`src/rtl/aukv_mem_arbiter.sv`:
```
// Shares the single AUK-V memory port between fetch and the memory stage:
// one outstanding transaction, round-robin on ties, response timeout.
module aukv_mem_arbiter #(
  parameter int TIMEOUT = 64
) (
  input  logic        i_clk,
  input  logic        i_rst,
  input  logic        i_ins_req,
  input  logic [31:0] i_ins_addr,
  input  logic        i_ins_cancel,
  output logic [31:0] o_ins_data,
  output logic        o_ins_valid,
  output logic        o_ins_err,
  input  logic        i_dat_req,
  input  logic        i_dat_we,
  input  logic [31:0] i_dat_addr,
  input  logic [31:0] i_dat_wdata,
  input  logic [3:0]  i_dat_strobe,
  output logic [31:0] o_dat_rdata,
  output logic        o_dat_valid,
  output logic        o_dat_err,
  output logic        o_bus_en,
  output logic        o_bus_we,
  output logic [31:0] o_bus_addr,
  output logic [31:0] o_bus_wdata,
  output logic [3:0]  o_bus_strobe,
  input  logic [31:0] i_bus_rdata,
  input  logic        i_bus_valid,
  output logic        o_busy
);
  localparam int CW = $clog2(TIMEOUT) + 1;

  typedef enum logic [1:0] {IDLE, WAIT, RESP} state_t;

  typedef struct packed {
    logic        we;
    logic [31:0] addr;
    logic [31:0] wdata;
    logic [3:0]  strobe;
  } bus_req_t;

  state_t          state;
  logic            last;   // 1 = DAT granted last
  logic            gnt;    // 1 = DAT owns the current transaction
  logic            drop;
  logic [CW-1:0]   cnt;
  bus_req_t        bus_q;
  bus_req_t        nxt_req;
  logic            pick_dat;
  logic            tmo;
  logic            ins_kill;

  always_comb begin
    pick_dat = i_dat_req && (!i_ins_req || !last);
    nxt_req  = pick_dat ? '{we: i_dat_we, addr: i_dat_addr, wdata: i_dat_wdata, strobe: i_dat_strobe}
                        : '{we: 1'b0, addr: i_ins_addr, wdata: 32'h0, strobe: 4'hf};
    tmo      = (cnt == CW'(TIMEOUT - 1));
    // a cancel in the final WAIT cycle must still suppress the registered pulse
    ins_kill = drop || i_ins_cancel;
  end

  assign o_bus_we     = bus_q.we;
  assign o_bus_addr   = bus_q.addr;
  assign o_bus_wdata  = bus_q.wdata;
  assign o_bus_strobe = bus_q.strobe;
  assign o_busy       = (state != IDLE);

  always_ff @(posedge i_clk) begin
    if (i_rst) begin
      state       <= IDLE;
      last        <= 1'b0;
      gnt         <= 1'b0;
      drop        <= 1'b0;
      cnt         <= '0;
      bus_q       <= '0;
      o_bus_en    <= 1'b0;
      o_ins_data  <= '0;
      o_ins_valid <= 1'b0;
      o_ins_err   <= 1'b0;
      o_dat_rdata <= '0;
      o_dat_valid <= 1'b0;
      o_dat_err   <= 1'b0;
    end else begin
      case (state)
        IDLE: begin
          if (i_ins_req || i_dat_req) begin
            bus_q    <= nxt_req;
            o_bus_en <= 1'b1;
            cnt      <= '0;
            last     <= pick_dat;
            gnt      <= pick_dat;
            drop     <= 1'b0;
            state    <= WAIT;
          end
        end
        WAIT: begin
          o_bus_en <= 1'b0;
          if (!gnt && i_ins_cancel) drop <= 1'b1;
          if (i_bus_valid || tmo) begin
            state <= RESP;
            if (gnt) begin
              o_dat_rdata <= i_bus_valid ? i_bus_rdata : 32'h0;
              o_dat_valid <= 1'b1;
              o_dat_err   <= !i_bus_valid;
            end else begin
              o_ins_data  <= i_bus_valid ? i_bus_rdata : 32'h0;
              o_ins_valid <= !ins_kill;
              o_ins_err   <= !ins_kill && !i_bus_valid;
            end
          end else begin
            cnt <= cnt + CW'(1);
          end
        end
        RESP: begin
          o_ins_valid <= 1'b0;
          o_ins_err   <= 1'b0;
          o_dat_valid <= 1'b0;
          o_dat_err   <= 1'b0;
          drop        <= 1'b0;
          state       <= IDLE;
        end
        default: state <= IDLE;
      endcase
    end
  end
endmodule

```
`config.mk`:
```
export PLATFORM = sky130hd
export DESIGN_NAME = aukv_mem_arbiter
export DESIGN_NICKNAME = d
export VERILOG_FILES = /design/src/rtl/aukv_mem_arbiter.sv
export SDC_FILE = /design/constraint.sdc
export NUM_CORES = 1
export LEC_CHECK = 0
export ABC_AREA = 1
export CAP_MARGIN = 10
export CORE_MARGIN = 2
export CORE_UTILIZATION = 33
export DETAILED_ROUTE_END_ITERATION = 10
export PLACE_DENSITY = 0.66
export REMOVE_ABC_BUFFERS = 1
export SETUP_SLACK_MARGIN = 0.3
export SLEW_MARGIN = 0
export SYNTH_ARGS = -nofsm -noshare
export SYNTH_HDL_FRONTEND = slang
export SYNTH_SLANG_ARGS = --single-unit
```
`constraint.sdc`:
```
create_clock -name i_clk -period 2.5 [get_ports i_clk]
set_clock_uncertainty 0.2 [all_clocks]
set_input_delay 0.5 -clock i_clk [delete_from_list [all_inputs] [get_ports i_clk]]
set_output_delay 0.5 -clock i_clk [all_outputs]
set_load 0.02 [all_outputs]
```
==> summary.md, run 1 <==
| Metric | Value |
|---|---|
| Vias in the first global route | 5866 |
| Cells on worst reg2reg path | 5 |
| PD cells | 678.5 nW/um2 |
| # clock sinks | 149 |
| Area contributors post-synth | dfxtp_1 49%, nand2_1 17%, a21oi_1 8.8%, nand3_1 4.0%, a31oi_1 3.3% |
| Worst-Skew Late Latency | 0.41 ns |
| Total power | 6.428 mW |
| Htree depth | 4 |
| Routed WL per cell | 14.95 um |
| Gpl congestion | 0.7803 |
| Final hold slack | 0.2594 ns |
| Worst setup path start | o_bus_strobe[2] |
| Post-synthesis simple-gate area fraction | 25.42% |
| DRC viols | 0 |
| Most area-hungry cell type in the Yosys netlist | dfxtp_1 |
| # setup viols final | 0 |
| Largest net degree at the start of global routing | 110 |
| Count of maximum capacitance violations | 0 |
| Post-synth EDFFs | 0 |
| Min Tclk post-route | 2.120 ns |
| Post-Syn Area | 6030 um2 |
| Critical Path End | o_bus_strobe[2] |
| Final worst-path cycle share | 84.82% |
| R2R Setup Slk | 0.54 ns |
| Final WS setup | 0.3795 ns |
| CP cell instances | clkdlybuf4s50_1 |
| Buffers on Ports | 277 |
| Fin. max-slew vios | 0 |
| Share of cells above drive strength 1 | 6.285% |
| Endpoints failing hold | 0 |
| Crit path DAT | 1.42 ns |
| Fillers | 1796 |
| Vias per inst | 4.707 |
| Synthesized flop and latch total | 149 |
| Slew of the pin with the lowest slew margin | 0.5227 ns |
| Post-synthesis adder-cell area fraction | 0.2075% |
| Family with the most delay on the worst path | buffers and inverters |
| Compound-cell area share of the yosys netlist | 15.69% |
| Clock Pin Slew Worst Setup and Hold Paths | 0.06 ns |
| Post-DP HPWL | 13530 um |
| Worst path max stage delay | 0.63 ns |
| # diodes | 0 |
| Grt ovf | 0 |
| Routed wire length | 19360 um |
| Fin nets | 1193 |
| Multi-input gate area | 2491 um2 |
| Yosys cell types | 26 |
| RSZ-0062 raised after global routing | false |
| Hold_buf cts | 0 |
| Die X-Extent | 139.2 um |
| CP Launch Type | flip-flop |
| Antenna violations before repair | 0 |
| Largest family of logic cells by synthesized area | simple AND/OR/NAND/NOR gates |
| Yosys top cell area share | 49.47% |
| Ys flop type | dfxtp_1 |
| Register area share after synthesis | 49.47% |
| Vias | 6096 |
| CTS tree | done |
| GRT Overall Usage | 19.70% |
| I/O pin total | 278 |
| CP max stage cell | clkdlybuf4s50_1 |
| Number of buffers created by CTS | 17 |
| TNS Setup | 0 ns |
| First-iteration detailed-routing DRC count | 348 |
| Gate Count Post-Synth | 798 |
| Mux share of post-synthesis cell area | 0% |
| CP Capture Type | output pin |
| Core ar. | 17960 um2 |
| Worst Path Buf+Inv | 1 |
| Root Driver | clkbuf_16 |
| Place WS | 0.2045 ns |
| TritonRoute pass-1 iters | 4 |
| Syn_area_per_cell | 7.556 um2 |
| Leak | 3.674 nW |
| First-pass GRT wire length | 30880 um |
| Initial Utilization | 33.57% |
| CP Depth | 1 |
| Critical path class | flip-flop to output pin |
| YS warnings | 0 |
| Fin util | 52.74% |
| Maximum vdd drop | 0.0004866 V |
| Crit-path max FO | 2 |
| Worst r2r src | gnt |
| Critical Path RT | 1.80 ns |
| Area grow syn2layout | 57.13% |
| Post-Synth XOR/XNOR Area | 0% |
| Detail Route Antenna Nets | 0 |
| Sequential Area | 2983 um2 |
| Status | finished, final reports clean |
| FMAX | 0.4716 GHz |
| CTS Buffer Depth | 2 |
| Async SR Flop Fraction | 0% |
| RR Endpoint | o_dat_rdata[18] |
| Die area | 19370 um2 |
| Relative slew slack | 65.10% |
| HP Class | flip-flop to flip-flop |
| Die H | 139.2 um |
| Std-Cell Rows | 49 |
## cell usage in the layout (no fill, tap or decap)
master / instances
bufinv_16: 3
clkinv_2: 2
or2_2: 1
nor2_4: 2
a21oi_2: 2
inv_6: 4
nand3_1: 48
clkbuf_16: 17
nand2_1: 281
nor3_1: 1
nand2_4: 2
inv_1: 38
a21oi_1: 106
nor2_2: 1
nand4_1: 1
inv_2: 5
nor2_1: 22
dlygate4sd2_1: 1
buf_4: 13
clkbuf_8: 2
a31oi_1: 32
nor3b_1: 2
clkbuf_1: 3
inv_4: 1
buf_12: 4
clkdlybuf4s50_1: 275
ha_1: 1
o211ai_1: 1
nor2_8: 2
o21ai_0: 38
dfxtp_1: 149
clkinvlp_4: 1
nand2_2: 5
## per-layer routing
| metal | vias up | GRT usage (%) | wire (um) |
|---|---|---|---|
| li1 | 3095 | - | - |
| met1 | 2727 | 24.51 | 8405 |
| met2 | 252 | 32.23 | 8970 |
| met3 | 22 | 7.148 | 1685 |
| met4 | 0 | 5.582 | 302 |
| met5 | - | 0 | 0 |
## worst min-delay path by stage
stage,slack [ns],endpoint,startpoint,cells after the start
after global placement,0.25,o_dat_rdata[20],o_dat_rdata[20],2
final,0.26,o_ins_data[20],o_ins_data[20],2
after detailed placement,0.25,o_dat_rdata[2],o_dat_rdata[2],2
after CTS,0.26,o_dat_rdata[2],o_dat_rdata[2],2
after global routing,0.27,o_dat_rdata[28],o_dat_rdata[28],2
after floorplan,0.25,cnt[6],cnt[6],2
## Yosys cell counts, types with 5 or more instances
library cell  count
nand3_1          48
inv_1            38
buf_2            16
buf_6            17
inv_2             5
a21oi_1         106
clkbuf_1         17
buf_4             7
dfxtp_1         149
a31oi_1          32
nand2_2           5
o21ai_0          38
nand2_1         281
nor2_1           22
## layout make-up
class,count,area share (%)
repair buffers,293,31.02
flip-flops and latches,149,31.48
inverters,44,1.770
multi-input cells,548,26.29
clock inverters,10,1.506
well taps,229,3.024
clock buffers,22,4.900
## worst register-to-register path: stages, from the launching register on
cell and delay (ns):
dfxtp_1 0.59, inv_2 0.12, nor2_8 0.32, nand2_4 0.32
nand2_1 0.18, a21oi_1 0.08
## per-stage QoR
step           std cells  instance area, um2
2_1_floorplan        741                5642
3_3_place_gp        1263                8869
3_5_place_dp        1263                8869
4_1_cts             1295                9474
5_1_grt             1295                9474
6_report            1295                9474
## state kept, by name, indices dropped and copies added (netlist names)
name,flops
o_ins_valid,1
o_ins_err,1
o_dat_err,1
gnt,1
o_bus_en,1
o_dat_rdata,32
o_dat_valid,1
o_bus_addr,32
o_ins_data,32
cnt,7
o_bus_wdata,32
o_bus_we,1
drop,1
o_bus_strobe,4
state,2
## cell families after synthesis
logic type                 count (synthesis)
and+or+nand+nor                          368
AOI/OAI and AO/OA                        179
DFF                                      149
buffers and inverters                    101
adders and majority gates                  1
## timing repair
item                       4_1_cts  5_1_grt
buffers inserted                 0        0
resized for setup                1        0
setup endpoints to repair        1        0
## power breakdown
| part | switching (mW) | internal [mW] | total (mW) |
|---|---|---|---|
| sequential | 0.0758 | 2.51 | 2.59 |
| combinational | 0.626 | 0.562 | 1.19 |
| clock | 1.02 | 1.63 | 2.65 |
(Power assumes the default switching activity.)
==> run 2: changes to the inputs <==
clock period = 2.16 ns   (was 2.5 ns; I/O delays follow)
==> summary.md, run 2 (same netlist as run 1, synthesis figures left out) <==
| Metric | Value |
|---|---|
| Status | finished, final reports clean |
| Critical Path RT | 1.53 ns (-0.27 ns) |
| Vias in the first global route | 5817 (-0.84%) |
| Crit path DAT | 1.15 ns (-0.27 ns) |
| Core ar. | 17960 um2 (unchanged) |
| Commonest cells after routing, fill and taps aside | 280 x nand2_1, 145 x dfxtp_1, 138 x dlygate4sd2_1, 137 x clkdlybuf4s50_1, 106 x a21oi_1 |
| Slew of the pin with the lowest slew margin | 0.5140 ns (-0.008713 ns) |
| First-pass GRT wire length | 30880 um (about the same) |
| Sequential Power Share | 40.9% (+0.6 points) |
| CP Capture Type | output pin |
| Share of cells above drive strength 1 | 9.024% (+2.7 points) |
| Endpoints failing hold | 0 (unchanged) |
| Leading cell type in the layout, fill and taps excluded | nand2_1 |
| # diodes | 0 (unchanged) |
| Gate power share | 18.7% (+0.2 points) |
| Area grow syn2layout | 58.79% |
| Maximum vdd drop | 0.0005818 V (+20%) |
| CP max stage cell | dlygate4sd2_1 |
| Relative slew slack | 65.73% (+0.63 points) |
| Post-DP HPWL | 13610 um (+0.54%) |
| Final hold slack | 0.1285 ns (-0.1309 ns) |
| Final Instance Area | 9574 um2 (+1.1%) |
| Std-Cell Rows | 49 (unchanged) |
| Fin. max-slew vios | 0 (unchanged) |
| Grt ovf | 0 (unchanged) |
| Worst-Skew Late Latency | 0.41 ns (about the same) |
| Die H | 139.2 um (unchanged) |
| RSZ-0062 raised after global routing | false |
| Count of maximum capacitance violations | 0 (unchanged) |
| Root Driver | clkbuf_16 |
| Htree depth | 4 (unchanged) |
| Final worst-path cycle share | 82.35% |
| Vias per inst | 4.741 (+0.71%) |
| Sw power | 2.039 mW (+19%) |
| DRC viols | 0 (unchanged) |
| Sw Share | 27.88% (+1.1 points) |
| Worst path max stage delay | 0.38 ns (-0.25 ns) |
| Hold_buf cts | 0 (unchanged) |
| Clock Pin Slew Worst Setup and Hold Paths | 0.06 ns (about the same) |
| Worst Path Buf+Inv | 1 (unchanged) |
| Clock share of power | 40.4% (-0.9 points) |
| Cell area after placement | 9001 um2 (+1.5%) |
| CP cell instances | dlygate4sd2_1 |
| Die area | 19370 um2 (unchanged) |
| Min Tclk post-route | 1.779 ns |
| PD cells | 763.8 nW/um2 (+13%) |
| CP Launch Type | flip-flop |
| Vias | 6234 (+2.3%) |
| Cell-internal power | 5.274 mW (+12%) |
| Antenna violations before repair | 0 (unchanged) |
| Leak | 4.352 nW (+18%) |
| Routed WL per cell | 15.14 um (+1.3%) |
| Detail Route Antenna Nets | 0 (unchanged) |
| Initial Utilization | 33.57% (unchanged) |
| Fin nets | 1213 (+1.7%) |
| Gpl congestion | 0.7947 (+1.8%) |
| First-iteration detailed-routing DRC count | 257 (-26%) |
| RR Endpoint | o_dat_err |
| # setup viols final | 0 (unchanged) |
| Cells on worst reg2reg path | 9 (+4) |
| HP Class | input pin to flip-flop |
| Hold Path Stages | 4 (+2) |
| GRT Overall Usage | 19.86% (+0.16 points) |
| Largest net degree at the start of global routing | 110 (unchanged) |
| Number of buffers created by CTS | 17 (unchanged) |
| # clock sinks | 149 (unchanged) |
| CTS Buffer Depth | 2 (unchanged) |
| Family with the most delay on the worst path | buffers and inverters |
| I/O pin total | 278 (unchanged) |
| Worst r2r src | cnt[0] |
| CTS tree | done |
| Hold path start | i_rst |
| Crit-path max FO | 2 (unchanged) |
| Routed wire length | 19920 um (+2.9%) |
| TritonRoute pass-1 iters | 6 (+2) |
| Buffers on Ports | 277 (unchanged) |
| WHS Endpoint | o_dat_err |
| R2R Setup Slk | 0.41 ns (-0.13 ns) |
| Die X-Extent | 139.2 um (unchanged) |
| FMAX | 0.5622 GHz |
| TNS Setup | 0 ns (unchanged) |
| Critical path class | flip-flop to output pin |
-- run 2: changes by cell type in the layout (fill, tap and decap cells not counted), sizes merged --
| cell | change |
|---|---|
| buf | +18 |
| bufinv | -1 |
| clkbuf | -2 |
| clkdlybuf4s50 | -138 |
| clkinv | +2 |
| clkinvlp | +1 |
| dlygate4sd2 | +137 |
| inv | +1 |
| nand2 | +2 |
-- run 2: metrics by stage --
stage          cells  power, mW  setup WS [ns]  util [%]
6_report        1315      7.313         0.3813     53.30
5_1_grt         1315      7.660         0.3044     53.30
4_1_cts         1306      7.353         0.1059     52.54
3_5_place_dp    1274      4.488       -0.07345     50.11
3_3_place_gp    1274      4.485       -0.05955     50.11
2_1_floorplan    741      3.625        -0.6567         -
-- run 2: routing by layer --
layer  share of wire [%]  wire length (um)  GRT usage (%)
met5                   0                 0              0
met4                0.86               171          5.157
met3                 9.4              1877          7.597
met2                  47              9421          31.92
met1                  42              8444          25.13
-- run 2: power by group through the flow --
stage / Combinational (mW) / Clock [mW] / Sequential (mW)
6_report: 1.37 / 2.96 / 2.99
5_1_grt: 1.48 / 3.17 / 3.01
4_1_cts: 1.34 / 3.02 / 2.99
3_5_place_dp: 1.44 / 0 / 3.05
3_3_place_gp: 1.43 / 0 / 3.05
2_1_floorplan: 0.398 / 0 / 3.23
-- run 2: worst max-delay path by stage --
| stage | startpoint | end | cells past startpoint |
|---|---|---|---|
| floorplan | state[1] | cnt[0] | 8 |
| global placement | i_dat_req | cnt[0] | 8 |
| detailed placement | i_dat_req | cnt[0] | 8 |
| CTS | state[1] | o_busy | 3 |
| global route | cnt[0] | o_dat_err | 9 |
| finish | o_ins_valid | o_ins_valid | 1 |
-- run 2: cell type report --
| cell class | count | area, um2 |
|---|---|---|
| clock inverters | 13 | 145.1 |
| repair buffers | 311 | 2964 |
| fillers | 1765 | 8389 |
| inverters | 44 | 167.7 |
| well taps | 229 | 286.5 |
| clock buffers | 19 | 442.9 |
| flip-flops and latches | 149 | 2988 |
| multi-input cells | 550 | 2580 |
-- run 2: timing repair --
| item | 4_1_cts | 5_1_grt |
|---|---|---|
| gates resized for setup | 142 | 16 |
| setup endpoints to repair | 205 | 76 |
| setup buffers | 0 | 7 |
| cloned | 0 | 2 |
| pin swaps | 0 | 5 |
==> run 3: changes to the inputs <==
PLACE_DENSITY = 0.69   (was 0.66)
clock period = 1.45 ns   (was 2.16 ns; I/O delays follow)
==> summary.md, run 3 (same netlist as run 1, synthesis figures left out) <==
| Metric | Value |
|---|---|
| RSZ-0062 raised after global routing | true |
| Clock Pin Slew Worst Setup and Hold Paths | 0.07 ns (about the same) |
| Core ar. | 17960 um2 (unchanged) |
| Count of maximum capacitance violations | 0 (unchanged) |
| Die H | 139.2 um (unchanged) |
| Leading cell type in the layout, fill and taps excluded | nand2_1 |
| Routed WL per cell | 17.38 um (+15%) |
| TNS Setup | -12.46 ns (-12.46 ns) |
| FMAX | 0.6291 GHz |
| PD cells | 1013 nW/um2 (+33%) |
| RR Endpoint | o_dat_rdata[6] |
| # clock sinks | 149 (unchanged) |
| Place WS | -0.6243 ns (-0.5508 ns) |
| First-pass GRT wire length | 32910 um (+6.6%) |
| CP Launch Type | flip-flop |
| Min Tclk post-route | 1.590 ns |
| Vias per inst | 4.929 (+4.0%) |
| Fin. max-slew vios | 0 (unchanged) |
| # diodes | 0 (unchanged) |
| Detail Route Antenna Nets | 0 (unchanged) |
| Root Driver | clkbuf_16 |
| Status | finished, violations left |
| Gate power share | 26.2% (+7.5 points) |
| Sequential Power Share | 36.4% (-4.5 points) |
| Met2 WL post-DR | 12660 um (+34%) |
| Final WS setup | -0.1395 ns (-0.5208 ns) |
| Std-Cell Rows | 49 (unchanged) |
| GRT Overall Usage | 21.15% (+1.3 points) |
| Critical path class | flip-flop to flip-flop |
| Worst-Skew Late Latency | 0.42 ns (about the same) |
| HP Class | input pin to flip-flop |
| Worst r2r src | state[0] |
| Buffers on Ports | 277 (unchanged) |
| Initial Utilization | 33.57% (unchanged) |
| Die X-Extent | 139.2 um (unchanged) |
| Violated checks | setup timing |
| WL met1 | 9556 um (+13%) |
| DR top layer | met4 |
| Worst setup path start | state[0] |
| Cells on worst reg2reg path | 9 (unchanged) |
| Relative slew slack | 83.50% (+18 points) |
| Grt ovf | 0 (unchanged) |
| DRC viols | 0 (unchanged) |
| Maximum vdd drop | 0.0008216 V (+41%) |
| # setup viols final | 141 (+141) |
| Number of buffers created by CTS | 17 (unchanged) |
| Gpl congestion | 0.8129 (+2.3%) |
| Sw power | 3.669 mW (+80%) |
| Share of cells above drive strength 1 | 53.00% (+44 points) |
| CTS tree | done |
| Die area | 19370 um2 (unchanged) |
| Clock share of power | 37.3% (-3.1 points) |
| TritonRoute pass-1 iters | 6 (unchanged) |
| Final worst-path cycle share | 109.6% |
| Largest net degree at the start of global routing | 48 (-56%) |
| R2R Setup Slk | -0.14 ns (-0.55 ns) |
| Htree depth | 4 (unchanged) |
| Crit path DAT | 1.70 ns (+0.55 ns) |
| Hold_buf cts | 0 (unchanged) |
| Slew of the pin with the lowest slew margin | 0.2475 ns (-0.2666 ns) |
| Crit-path max FO | 7 (+5) |
| Endpoints failing hold | 0 (unchanged) |
| Vias | 7043 (+13%) |
| Commonest cells after routing, fill and taps aside | 236 x nand2_1, 155 x buf_6, 135 x dfxtp_2, 135 x clkdlybuf4s50_1, 89 x buf_4 |
| Area grow syn2layout | 105.4% |
| Sw Share | 29.25% (+1.4 points) |
| I/O pin total | 278 (unchanged) |
| Post-DP HPWL | 14050 um (+3.3%) |
| Final hold slack | 0.1001 ns (-0.02846 ns) |
| Leak | 5.259 nW (+21%) |
| Routed wl met3 | 1990 um (+6.0%) |
| Fin nets | 1327 (+9.4%) |
| First-iteration detailed-routing DRC count | 333 (+30%) |
| Cell-internal power | 8.878 mW (+68%) |
| Critical Path RT | 1.56 ns (+0.03 ns) |
| CTS Buffer Depth | 2 (unchanged) |
| Fin util | 68.94% (+16 points) |
| Routed wire length | 24840 um (+25%) |
| Vias in the first global route | 6240 (+7.3%) |
| Antenna violations before repair | 0 (unchanged) |
| CP Capture Type | flip-flop |
| Critical Path End | o_dat_rdata[6] |
[run 3: cell count changes in the layout (fill, tap and decap cells not counted), moves of 18 or more]
cell,previous run,this run
buf_4,25,89
o21ai_2,0,28
buf_6,1,155
nand3_1,47,25
dfxtp_1,145,6
dfxtp_2,4,135
o21ai_0,37,5
dlygate4sd2_1,138,2
a21oi_1,106,68
nand2_2,4,22
nand2_4,1,28
nand2_1,280,236
a21oi_2,2,40
[run 3: through the flow]
step	total power [mW]	std cells	instance area [um2]
CTS	11.65	1353	10570
detailed placement	6.778	1300	9314
finish	12.55	1429	12380
floorplan	5.400	741	5642
global placement	6.769	1300	9314
global route	13.02	1429	12380
[run 3: worst min-delay path by stage]
| stage | from | end | slack (ns) | cells after the start |
|---|---|---|---|---|
| CTS | i_rst | o_dat_rdata[6] | 0.08 | 3 |
| finish | i_rst | o_ins_valid | 0.10 | 3 |
| global route | i_rst | o_dat_rdata[5] | 0.10 | 3 |
| global placement | o_dat_rdata[23] | o_dat_rdata[23] | 0.25 | 2 |
| detailed placement | o_dat_rdata[18] | o_dat_rdata[18] | 0.25 | 2 |
| floorplan | i_rst | o_dat_valid | 0.15 | 1 |
[run 3: layer usage]
metal  track usage, %  vias up
li1                 -     3382
met1            25.57     3322
met4            6.061        0
met2            35.99      293
met5                0        -
met3            7.010       46
[run 3: timing repair]
item | 4_1_cts | 5_1_grt
setup buffers | 20 | 51
cloned | 1 | 25
setup endpoints to repair | 288 | 288
gates resized for setup | 965 | 250
endpoints found under the hold margin | 0 | 0
pin swaps | 18 | 39
[run 3: critical path, stage by stage, from the launching register on]
cell and delay (ns):
dfxtp_2 0.33, inv_2 0.05, buf_6 0.11, nor2_4 0.13, inv_4 0.08, nor2_8 0.16
nand2_8 0.11, clkbuf_16 0.19, nand2_4 0.07, a21oi_2 0.04
[run 3: cell type report]
| class | count | area [um2] |
|---|---|---|
| well taps | 229 | 286.5 |
| inverters | 44 | 198.9 |
| repair buffers | 425 | 4738 |
| multi-input cells | 549 | 3352 |
| flip-flops and latches | 149 | 3182 |
| repair inverters | 1 | 11.26 |
| fillers | 1286 | 5579 |
| clock inverters | 14 | 186.4 |
| clock buffers | 18 | 429.2 |
[run 3: power groups by stage]
| stage | Clock [mW] | Combinational (mW) | Sequential [mW] |
|---|---|---|---|
| final | 4.69 | 3.29 | 4.57 |
| after global routing | 4.95 | 3.47 | 4.59 |
| after CTS | 4.74 | 2.36 | 4.55 |
| after detailed placement | 0 | 2.23 | 4.55 |
| after global placement | 0 | 2.23 | 4.54 |
| after floorplan | 0 | 0.593 | 4.81 |
